File: config.mk
export PLATFORM = sky130hd
export DESIGN_NAME = eth_txframer
export DESIGN_NICKNAME = d
export VERILOG_FILES = /design/src/rtl/eth_txframer.sv
export SDC_FILE = /design/constraint.sdc
export NUM_CORES = 1
export LEC_CHECK = 0
export BUFFER_PORTS_ARGS = -buffer_cell sky130_fd_sc_hd__buf_2
export CORE_AREA = 2 2 127 129
export DETAILED_ROUTE_END_ITERATION = 8
export DIE_AREA = 0 0 129 131
export PLACE_DENSITY = 0.71
export SYNTH_ARGS = -nofsm -noshare
export SYNTH_HDL_FRONTEND = slang
export SYNTH_SLANG_ARGS = --single-unit
File: constraint.sdc
create_clock -name clk -period 3.5 [get_ports clk]
set_clock_uncertainty 0.2 [all_clocks]
set_input_delay 0.35 -clock clk [delete_from_list [all_inputs] [get_ports clk]]
set_output_delay 0.35 -clock clk [all_outputs]
set_load 0.02 [all_outputs]
File: src/rtl/eth_txframer.sv
// Ethernet TX framer: drains the arbitrated TX FIFO (FWFT) and prepends a 16-byte
// Ethernet+shim header carrying pktdir and a 14-bit frame sequence number.
module eth_txframer #(
  parameter logic [47:0] DST_MAC   = 48'hFFFF_FFFF_FFFF,
  parameter logic [47:0] SRC_MAC   = 48'h0200_0000_0001,
  parameter logic [15:0] ETHERTYPE = 16'h88B5
) (
  input  logic        clk,
  input  logic        rst,
  input  logic [75:0] fifo_dout,
  input  logic        fifo_empty,
  output logic        fifo_rd_en,
  output logic [63:0] m_axis_tdata,
  output logic [7:0]  m_axis_tkeep,
  output logic        m_axis_tlast,
  output logic        m_axis_tvalid,
  input  logic        m_axis_tready,
  output logic [31:0] frame_cnt,
  output logic [31:0] underrun_cnt
);

  typedef enum logic [1:0] {
    IDLE    = 2'd0,
    HDR0    = 2'd1,
    HDR1    = 2'd2,
    PAYLOAD = 2'd3
  } state_e;

  state_e      state_q, state_d;
  logic [1:0]  pktdir_q, pktdir_d;
  logic [13:0] seq_q, seq_d;
  logic [63:0] tdata_q, tdata_d;
  logic [7:0]  tkeep_q, tkeep_d;
  logic        tlast_q, tlast_d;
  logic        tvalid_q, tvalid_d;
  logic [31:0] frame_cnt_q, frame_cnt_d;
  logic [31:0] underrun_cnt_q, underrun_cnt_d;

  logic         load_ok;
  logic         pop;
  logic [127:0] hdr;

  // Header is assembled big-endian (byte 0 in the top bits); the wire puts byte 0 in the low lane.
  function automatic logic [63:0] wire_order(input logic [63:0] be);
    logic [63:0] le;
    le = 64'd0;
    for (int k = 0; k < 8; k++) begin
      le[8*k +: 8] = be[63-8*k -: 8];
    end
    return le;
  endfunction

  assign load_ok    = !tvalid_q || m_axis_tready;
  assign pop        = (state_q == PAYLOAD) && load_ok && !fifo_empty;
  assign fifo_rd_en = pop;
  assign hdr        = {DST_MAC, SRC_MAC, ETHERTYPE, pktdir_q, seq_q};

  // Next-state, output-register and counter computation.
  always_comb begin
    state_d        = state_q;
    pktdir_d       = pktdir_q;
    seq_d          = seq_q;
    tdata_d        = tdata_q;
    tkeep_d        = tkeep_q;
    tlast_d        = tlast_q;
    tvalid_d       = tvalid_q;
    frame_cnt_d    = frame_cnt_q;
    underrun_cnt_d = underrun_cnt_q;

    if (tvalid_q && m_axis_tready && tlast_q) begin
      frame_cnt_d = frame_cnt_q + 32'd1;
    end else begin
      frame_cnt_d = frame_cnt_q;
    end

    case (state_q)
      IDLE: begin
        if (tvalid_q && m_axis_tready) begin
          tvalid_d = 1'b0;
        end else begin
          tvalid_d = tvalid_q;
        end
        if (!fifo_empty) begin
          pktdir_d = fifo_dout[75:74];
          state_d  = HDR0;
        end else begin
          state_d  = IDLE;
        end
      end
      HDR0: begin
        if (load_ok) begin
          tdata_d  = wire_order(hdr[127:64]);
          tkeep_d  = 8'hFF;
          tlast_d  = 1'b0;
          tvalid_d = 1'b1;
          state_d  = HDR1;
        end else begin
          state_d  = HDR0;
        end
      end
      HDR1: begin
        if (load_ok) begin
          tdata_d  = wire_order(hdr[63:0]);
          tkeep_d  = 8'hFF;
          tlast_d  = 1'b0;
          tvalid_d = 1'b1;
          state_d  = PAYLOAD;
        end else begin
          state_d  = HDR1;
        end
      end
      PAYLOAD: begin
        if (pop) begin
          tdata_d  = fifo_dout[73:10];
          tkeep_d  = fifo_dout[9:2];
          tlast_d  = fifo_dout[1];
          tvalid_d = 1'b1;
          if (fifo_dout[1]) begin
            seq_d   = seq_q + 14'd1;
            state_d = IDLE;
          end else begin
            state_d = PAYLOAD;
          end
        end else if (load_ok) begin
          // Register is free but nothing to fill it with: bubble, and count the starved cycle.
          tvalid_d = 1'b0;
          if (underrun_cnt_q != 32'hFFFF_FFFF) begin
            underrun_cnt_d = underrun_cnt_q + 32'd1;
          end else begin
            underrun_cnt_d = underrun_cnt_q;
          end
        end else begin
          tvalid_d = tvalid_q;
        end
      end
      default: begin
        state_d  = IDLE;
        tvalid_d = 1'b0;
      end
    endcase
  end

  // State and output registers with synchronous reset.
  always_ff @(posedge clk) begin
    if (rst) begin
      state_q        <= IDLE;
      pktdir_q       <= 2'd0;
      seq_q          <= 14'd0;
      tdata_q        <= 64'd0;
      tkeep_q        <= 8'd0;
      tlast_q        <= 1'b0;
      tvalid_q       <= 1'b0;
      frame_cnt_q    <= 32'd0;
      underrun_cnt_q <= 32'd0;
    end else begin
      state_q        <= state_d;
      pktdir_q       <= pktdir_d;
      seq_q          <= seq_d;
      tdata_q        <= tdata_d;
      tkeep_q        <= tkeep_d;
      tlast_q        <= tlast_d;
      tvalid_q       <= tvalid_d;
      frame_cnt_q    <= frame_cnt_d;
      underrun_cnt_q <= underrun_cnt_d;
    end
  end

  assign m_axis_tdata  = tdata_q;
  assign m_axis_tkeep  = tkeep_q;
  assign m_axis_tlast  = tlast_q;
  assign m_axis_tvalid = tvalid_q;
  assign frame_cnt     = frame_cnt_q;
  assign underrun_cnt  = underrun_cnt_q;

endmodule
* Yosys cells after proc, flatten, opt, wreduce, memory -nomap -nowiden
Index checks and enable logic that the tools add are counted.
Cells by class: $add $sub $neg 3, multipliers 0, div/mod/pow operators 0, magnitude comparators 0, equality and inequality tests 10, shifts and indexed selects 0, muxes and demuxes 20, bitwise logic cells 2, reductions and logical operators 17
Operators with widths (count):
- two-way mux 64 bit | 3
- one-hot mux 64 bit (3 select lines) | 1
- adder 32 x 1 -> 32 bit (second input constant) | 2
- inequality test 32 bit (second input constant) | 1
- two-way mux 8 bit | 2
- one-hot mux 8 bit (2 select lines) | 1
- adder 14 x 1 -> 14 bit (second input constant) | 1
- AND reduction 3 bit | 3
- inequality test 2 bit (second input constant) | 4
- one-hot mux 2 bit (4 select lines) | 1
- AND reduction 4 bit | 2
- two-way mux 1 bit | 7
- two-way mux 2 bit | 3
- equality test 2 bit (second input constant) | 2
- logical AND 1 bit | 4
- inequality test 3 bit (second input constant) | 1
- one-hot mux 1 bit (3 select lines) | 1
- nonzero test 3 bit | 1
- equality test 2 x 1 -> 1 bit (second input constant) | 1
- logical NOT 1 bit | 2
- logical NOT 2 bit | 1
- inequality test 2 x 1 -> 1 bit (second input constant) | 1
- NOT 1 bit | 2
- one-hot mux 1 bit (2 select lines) | 1
- 4 further kinds | 4
Word-level totals: flip-flop bits (word level) 156, bits in latches 0, memory bits (writable) 0, memory bits (read-only) 0, input bits 80, output and inout bits 139, memories kept 0

* Logic depth before layout (Yosys ltp)
Gate-level depths: netlist (run 1).
depth in word-level cells 6, mapped depth 9, gate-level depth less buffers 7

* Worst setup path before layout (run 1)
Ideal clock, no wire load.
path type reg2reg, start point register underrun_cnt_q[12] (netlist: underrun_cnt[12]), end point register underrun_cnt_q[31] (netlist: underrun_cnt[31]), library setup time 0.070 ns, data arrival time 2.279 ns, required time 3.230 ns, setup slack 0.950 ns, stages on the path, launching flop included 7, period minus slack after synthesis 2.550 ns, cell sequence dfxtp_1 > nand3_1 > or4_4 > or4_1 > buf_2 > or3_1 > a21oi_1
On the way: cells in the longest elaborated chain, start to end 2, elaborated cells between the ends (all ways) 3, those cells by class 1 x add/sub; 1 x eq/ne; 1 x reduce/logical
RTL lines:
- start: declaration | line 37 | logic [31:0] underrun_cnt_q, underrun_cnt_d;
- start signal: assignment | line 164 | underrun_cnt_q <= underrun_cnt_d;
- branches (longest 2 deep; another with adder 32 x 1 -> 32 bit)
Several ways; the timed one is not identified. A chain may end at the register's enable or synchronous reset.

* Final worst setup path (run 1)
start point register state_q[0], end point register underrun_cnt_q[31] (netlist: underrun_cnt[31])
On the way: cells in the longest elaborated chain, start to end 5
RTL lines:
- start: declaration | line 29 | state_e state_q, state_d;
- start signal: assignment | line 156 | state_q <= state_d;
- equality test 2 bit (*) | line 54, 76
- logical AND 1 bit (2 in series) | line 54 | assign pop = (state_q == PAYLOAD) && load_ok && !fifo_empty;
- NOT 1 bit (no line)
- AND reduction 4 bit (no line) (*)
Every way passes the cells marked *; elsewhere a longest branch is shown, timed or not.

==> out/qor.yml, run 1 <==
fin_crit_ps: 2760
cts_tree: "built"
finalCritPeriodShare_pct: 78.8
core_sq_um: 15600
multi_input_area_sq_um: 3430
synth_flop_cell: "dfxtp_1"
clk_pin_slew_worst_paths_ps: 60
grt_antenna_before_repair: 0
synth_edf_count: 0
register_area_sq_um: 3120
synth_nets: 902
dieWidth_um: 129
setup_viol_count_final: 0
layout_commonest_cell: "buf_2"
report.final.slew_viol_count: 0
num_vias: 6586
first_pass_iters: 5
postCtsSetupBuffers: 0
status: "finished clean"
routed_wirelength_mm: 18.1
dieHeight_um: 131
syn_to_final_growth_pct: 28.4
slew_headroom_pct: 32.1
layout-drive-gt1-share_pct: 26.9
track_usage_pct: 21.1
gr-total-overflow: 0
worstPathCellList: "ha_2, nand2_1, nand4b_1, or4_1, or3_1, a21oi_1"
route.detailed.drc: 0
required_ps: 3640
power.density_nw_per_um2: 494
crit_path_start_kind: "flip-flop"
ys_types: 43
grt_pass1_vias: 5838
setup_tns_ps: 0
clock_latency_ps: 420
cts_buffer_depth: 2
grt_max_degree: 87
vdd_drop_max_v: 0.000308
synth_area_sq_um: 6830
yosys_register_bits: 156
ant_nets: 0
layout_common_cells: "buf_2, dfxtp_1, nor2_1"
min_path_type: "in2reg"
fin_nets: 1099
viasPerCell: 5.31
syn_avg_cell_area_sq_um: 8.38
endpoint_kind: "flip-flop"
critPathArrivalTime_ps: 2900
wire_per_inst_um: 14.6
cpPeakStageDelay_ps: 760
cts_buffers: 17
h-tree-depth: 4
die_area_sq_um: 16900
cts_root_buffer: "clkbuf_16"
nFillCells: 1471
dr.first_iter.drc_count: 357
cap_violations: 0
worst_pin_slew_ps: 1010
p_leak_nw: 3.52
start_util_pct: 43.8
hold_viol_final: 0
cts_sinks: 156
finalPower_mw: 4.33
port_buffers: 217
synthCells: 815
cts_resized: 0
max_freq_mhz: 362
async_reset_ff_share_pct: 0
gp_congestion: 0.799
critPathKind: "reg2reg"
num_rows: 46
grt_pass1_wl_mm: 28.8
dpl.hpwl_mm: 12.3
rsz0062_at_grt: "false"
slowest_stage: "or4_1"
ios: 219
yosysWarnings: 0
worstPathMaxFanout: 10
diodes: 0
yosysSeqAreaShare_pct: 45.7
-- per-layer routing --
layer	global-route usage (%)	wire [um]	up-vias
met4	8.57	397	0
met3	5.33	883	29
met5	0	0	-
met2	33.4	8480	176
met1	27.7	8290	3053
li1	-	-	3328
-- Yosys cell counts (19+ instances only) --
master | count | area (sq um)
a211oi_1 | 67 | 503
xnor2_1 | 38 | 333
nor4_1 | 20 | 125
nand3_1 | 21 | 105
a21oi_1 | 70 | 350
or3_1 | 19 | 119
o21ai_0 | 21 | 105
clkbuf_1 | 57 | 214
nor2_1 | 147 | 552
dfxtp_1 | 156 | 3120
nand2_1 | 34 | 128
-- through the flow --
stage | utilization [%] | instances | cell area, sq um | hold WS (ps) | worst slack, ps
floorplan | - | 815 | 6830 | 261 | 950
global placement | 52.0 | 1199 | 8110 | 268 | 804
detailed placement | 52.0 | 1199 | 8110 | 274 | 778
CTS | 56.2 | 1240 | 8770 | 11.0 | 745
global route | 56.2 | 1240 | 8770 | 17.5 | 615
finish | 56.2 | 1240 | 8770 | 28.5 | 741
-- flip-flops by register name, summed over array words and instances (netlist names) --
signal / count
underrun_cnt: 32
state_q: 2
frame_cnt: 32
m_axis_tkeep: 8
m_axis_tdata: 64
seq_q: 14
m_axis_tlast: 1
pktdir_q: 2
m_axis_tvalid: 1
-- layout make-up --
cell class                      count  area share, %
Clock inverter                     10           1.06
Tap cell                          216           3.08
Multi-Input combinational cell    580           39.1
Inverter                           16          0.685
Sequential cell                   156           35.6
Timing Repair Buffer              241           15.2
Clock buffer                       21           5.25
-- cells by family (layout without fill, tap and decap cells) --
| family | after synthesis | count (layout) | share of synthesized area [%] |
|---|---|---|---|
| XOR/XNOR | 43 | 43 | 5.52 |
| multiplexers | 11 | 11 | 1.69 |
| flip-flops | 156 | 156 | 45.7 |
| AND/OR/NAND/NOR | 321 | 321 | 22.9 |
| buffers and inverters | 79 | 288 | 4.38 |
| adder cells (fa/ha/maj) | 7 | 7 | 1.28 |
| AO/OA/AOI/OAI | 198 | 198 | 18.5 |
-- worst paths after layout --
| path | slack, ps | cells after the start | to | from |
|---|---|---|---|---|
| hold reg to reg | 290 | 2 | m_axis_tkeep[6] | m_axis_tkeep[6] |
| setup / recovery | 740 | 6 | underrun_cnt[31] | state_q[0] |
| hold / removal | 30 | 3 | m_axis_tdata[40] | fifo_dout[50] |
| setup reg to reg | 740 | 6 | underrun_cnt[31] | state_q[0] |
-- report_power, final --
group | total [mW] | switching [mW] | internal (mW)
Combinational | 0.646 | 0.409 | 0.237
Sequential | 1.95 | 0.0560 | 1.89
Clock | 1.73 | 0.723 | 1.01
-- what timing repair did --
item	CTS	global route
hold buffers	10	0
hold endpoints to repair	10	0
setup endpoints to repair	0	0
-- critical path: cells and delay by family, from the launching register on --
family	cells	cell delay (ps)
AND/OR/NAND/NOR	4	1660
adder cells (fa/ha/maj)	1	290
AO/OA/AOI/OAI	1	140
flip-flops	1	380
(Power assumes the default switching activity.)
==> run 2: changes to the inputs <==
Clock period 3.5 ns to 2.86 ns, I/O delays scaled along.
==> run 2 against run 1 <==
  * Cell area increased by 4.8%
  * Non-clock buffer count grew 35
  * Global-route usage rose by 0.24 points
  * Core utilization grew 2.7 points
  * Critical path depth decreased by 1
  * Maximum frequency rose by 6.5%
  * Clock-buffer cell count stayed put
  * Sequential power rose by 23%
  * Critical path type unchanged
  * Largest power group unchanged
==> out/qor.yml, run 2 (same netlist as run 1, synthesis figures left out) <==
status: "finished clean"
cts_buffer_depth: 2
die_area_sq_um: 16900
crit_path_start_kind: "flip-flop"
cpPeakStageDelay_ps: 660
ios: 219
rsz0062_at_grt: "false"
slew_headroom_pct: 52.8
first_pass_iters: 4
track_usage_pct: 21.3
wire_per_inst_um: 14.7
hold_viol_final: 0
slowest_stage: "or4_1"
viasPerCell: 5.24
cts_sinks: 156
p_leak_nw: 3.72
num_rows: 46
gr-total-overflow: 0
gp_congestion: 0.812
dr.first_iter.drc_count: 453
cap_violations: 0
endpoint_kind: "flip-flop"
diodes: 0
crit_buf_inv: 0
layout_commonest_cell: "buf_2"
grt_pass1_vias: 5862
dpl.hpwl_mm: 12.5
worstPathMaxFanout: 10
placed_cell_area_sq_um: 8240
fin_crit_ps: 2590
dieWidth_um: 129
report.final.slew_viol_count: 0
ant_nets: 0
finalCritPeriodShare_pct: 90.6
layout_common_cells: "buf_2, dfxtp_1, nor2_1"
critPathKind: "reg2reg"
postCtsSetupBuffers: 0
clock_latency_ps: 420
grt_antenna_before_repair: 0
cts_tree: "built"
core_sq_um: 15600
worst_pin_slew_ps: 708
h-tree-depth: 4
register_area_sq_um: 3120
syn_to_final_growth_pct: 34.5
dp_cells: 1211
fin_nets: 1134
port_buffers: 217
grt_max_degree: 64
cts_buffers: 17
worstPathCellList: "nand3_2, or4_4, or4_1, or3_1, a21oi_1"
layout-drive-gt1-share_pct: 27.4
largest_reg_flops: 64
routed_wirelength_mm: 18.7
dieHeight_um: 131
final_area_sq_um: 9180
setup_tns_ps: 0
clk_pin_slew_worst_paths_ps: 60
cts_root_buffer: "clkbuf_16"
start_util_pct: 43.8
min_path_type: "in2reg"
holdBufCountCts: 33
grt_pass1_wl_mm: 29.2
multi_input_area_sq_um: 3430
vdd_drop_max_v: 0.000393
fin_cells: 1276
setup_viol_count_final: 0
num_vias: 6690
required_ps: 3010
route.detailed.drc: 0
cts_resized: 0
nFillCells: 1383
power.density_nw_per_um2: 603
max_freq_mhz: 386
critPathArrivalTime_ps: 2740
cp_top_family: "simple AND/OR/NAND/NOR gates"
-- run 2: worst register-to-register path, stage by stage, from the launching register on --
cell	delay, ps
dfxtp_1	470
nand3_2	140
or4_4	520
or4_1	660
or3_1	390
a21oi_1	130
-- run 2: path summary, 6_finish.rpt --
kind	from	cells past startpoint	endpoint	slack (ps)
setup / recovery	underrun_cnt[10]	5	underrun_cnt[31]	270
hold / removal	fifo_dout[14]	3	m_axis_tdata[4]	10
setup reg to reg	underrun_cnt[10]	5	underrun_cnt[31]	270
hold reg to reg	m_axis_tkeep[3]	2	m_axis_tkeep[3]	290
-- run 2: report_power, final --
part | internal, mW | switching, mW
Sequential | 2.32 | 0.0711
Combinational | 0.340 | 0.514
Clock | 1.39 | 0.908
Total | 4.04 | 1.49
-- run 2: per-layer routing --
layer	part of all wire [%]	GRT usage (%)	up-vias
li1	-	-	3387
met1	45	27.8	3105
met2	49	34.5	174
met3	5.2	5.70	24
met4	1.5	7.23	0
met5	0	0	-
-- run 2: area by class of cell --
cell class	count	area share (%)
Timing Repair Buffer	276	18.4
Multi-Input combinational cell	580	37.3
Clock buffer	21	5.23
Sequential cell	156	34.0
Clock inverter	11	1.44
Tap cell	216	2.94
Inverter	16	0.654
-- run 2: stage by stage --
step	total power, mW	setup slack (ps)	hold WS, ps	util [%]
2_1_floorplan	2.92	310	233	-
5_1_grt	5.78	169	10.8	58.9
6_report	5.54	268	14.3	58.9
3_3_place_gp	3.24	322	269	52.8
3_5_place_dp	3.25	297	277	52.8
4_1_cts	5.59	290	0.0109	58.9
==> run 3: changes to the inputs <==
Clock period 2.86 ns to 3.2 ns, I/O delays scaled along.
==> run 3 against run 2 <==
  * Die area is the same
  * Cell area shrank 3.7%
  * Final cell count shrank 2.3%
  * Largest cell class unchanged
  * Critical path depth is the same
  * Sequential share of layout area up 1.3 points
  * Setup slack improved by 320 ps
  * Global-route usage decreased by 0.85 points
  * First-iteration DRC count down 26%
==> out/qor.yml, run 3 (same netlist as run 1, synthesis figures left out) <==
status: "finished clean"
p_leak_nw: 3.57
finalPower_mw: 4.83
worstHoldPathCells: 3
diodes: 0
cts_root_buffer: "clkbuf_16"
grt_pass1_wl_mm: 28.1
hold_viol_final: 0
clock_latency_ps: 420
track_usage_pct: 20.5
r2r_start: "underrun_cnt[12]"
grt_max_degree: 92
num_vias: 6514
multi_input_area_sq_um: 3430
grt_antenna_before_repair: 0
power.density_nw_per_um2: 546
dieWidth_um: 129
gr-total-overflow: 0
vdd_drop_max_v: 0.000338
worstPathMaxFanout: 9
critPathKind: "reg2out"
cts_resized: 0
utilization_pct: 56.7
layout_setup_ws_ps: 584
reg2reg_to: "underrun_cnt[31]"
gp_congestion: 0.801
fin_cells: 1247
rr_worst_depth: 5
cts_buffer_depth: 2
placed_cell_area_sq_um: 8100
report.final.slew_viol_count: 0
ios: 219
cts_sinks: 156
port_buffers: 217
h-tree-depth: 4
routed_wirelength_mm: 18.0
cts_buffers: 17
hold_path_end: "m_axis_tdata[24]"
dpl.hpwl_mm: 12.0
postCtsSetupBuffers: 0
grt_pass1_vias: 5628
endpoint_kind: "primary output"
min_path_type: "in2reg"
max_freq_mhz: 382
register_area_sq_um: 3120
dieHeight_um: 131
fin_crit_ps: 2620
die_area_sq_um: 16900
layout_common_cells: "buf_2, dfxtp_1, nor2_1"
num_rows: 46
layout-drive-gt1-share_pct: 26.9
hp-start: "fifo_dout[34]"
start_util_pct: 43.8
clk_pin_slew_worst_paths_ps: 60
layout_commonest_cell: "buf_2"
cts_tree: "built"
dp_cells: 1199
syn_to_final_growth_pct: 29.5
slew_headroom_pct: 57.0
first_pass_iters: 5
ant_nets: 0
finalCritPeriodShare_pct: 81.8
rsz0062_at_grt: "false"
setup_viol_count_final: 0
final_area_sq_um: 8840
fin_nets: 1105
core_sq_um: 15600
nFillCells: 1461
required_ps: 2680
critPathArrivalTime_ps: 2100
cap_violations: 0
crit_path_start_kind: "flip-flop"
preCtsSetupSlack_ps: 590
wire_per_inst_um: 14.4
viasPerCell: 5.22
worst_pin_slew_ps: 644
dr.first_iter.drc_count: 333
r2r_slack_ps: 600
whs_ps: 29.9
route.detailed.drc: 0
largest_reg_flops: 64
setup_tns_ps: 0
holdBufCountCts: 16
==> run 3: layout make-up <==
| class | instances | area share (%) |
|---|---|---|
| multi-input combinational | 580 | 38.8 |
| sequential | 156 | 35.3 |
| timing repair buffer | 247 | 15.6 |
| clock buffer | 19 | 5.01 |
| tap | 216 | 3.06 |
| clock inverter | 13 | 1.58 |
| inverter | 16 | 0.679 |
==> run 3: worst max-delay path by stage <==
stage	start	endpoint
floorplan	underrun_cnt[12]	underrun_cnt[31]
global placement	state_q[0]	underrun_cnt[31]
detailed placement	state_q[0]	underrun_cnt[31]
CTS	state_q[1]	fifo_rd_en
global route	state_q[0]	fifo_rd_en
finish	state_q[1]	fifo_rd_en
==> run 3: power by group <==
group	switching, mW	leakage [nW]	internal (mW)
Clock	0.823	0.288	1.17
Sequential	0.0617	1.27	2.07
Combinational	0.444	2.01	0.254
==> run 3: critical path: stages (launching register included) <==
cell	delay (ps)
dfxtp_1	380
ha_2	300
inv_1	110
or3_1	520
inv_1	170
buf_2	190
==> run 3: metal layers <==
metal / track usage [%] / share of wire [%] / vias up
met2: 31.3 / 47 / 175
met1: 27.7 / 45 / 2976
met3: 5.78 / 6.0 / 28
met5: 0 / 0 / -
met4: 7.54 / 1.9 / 0
li1: - / - / 3335
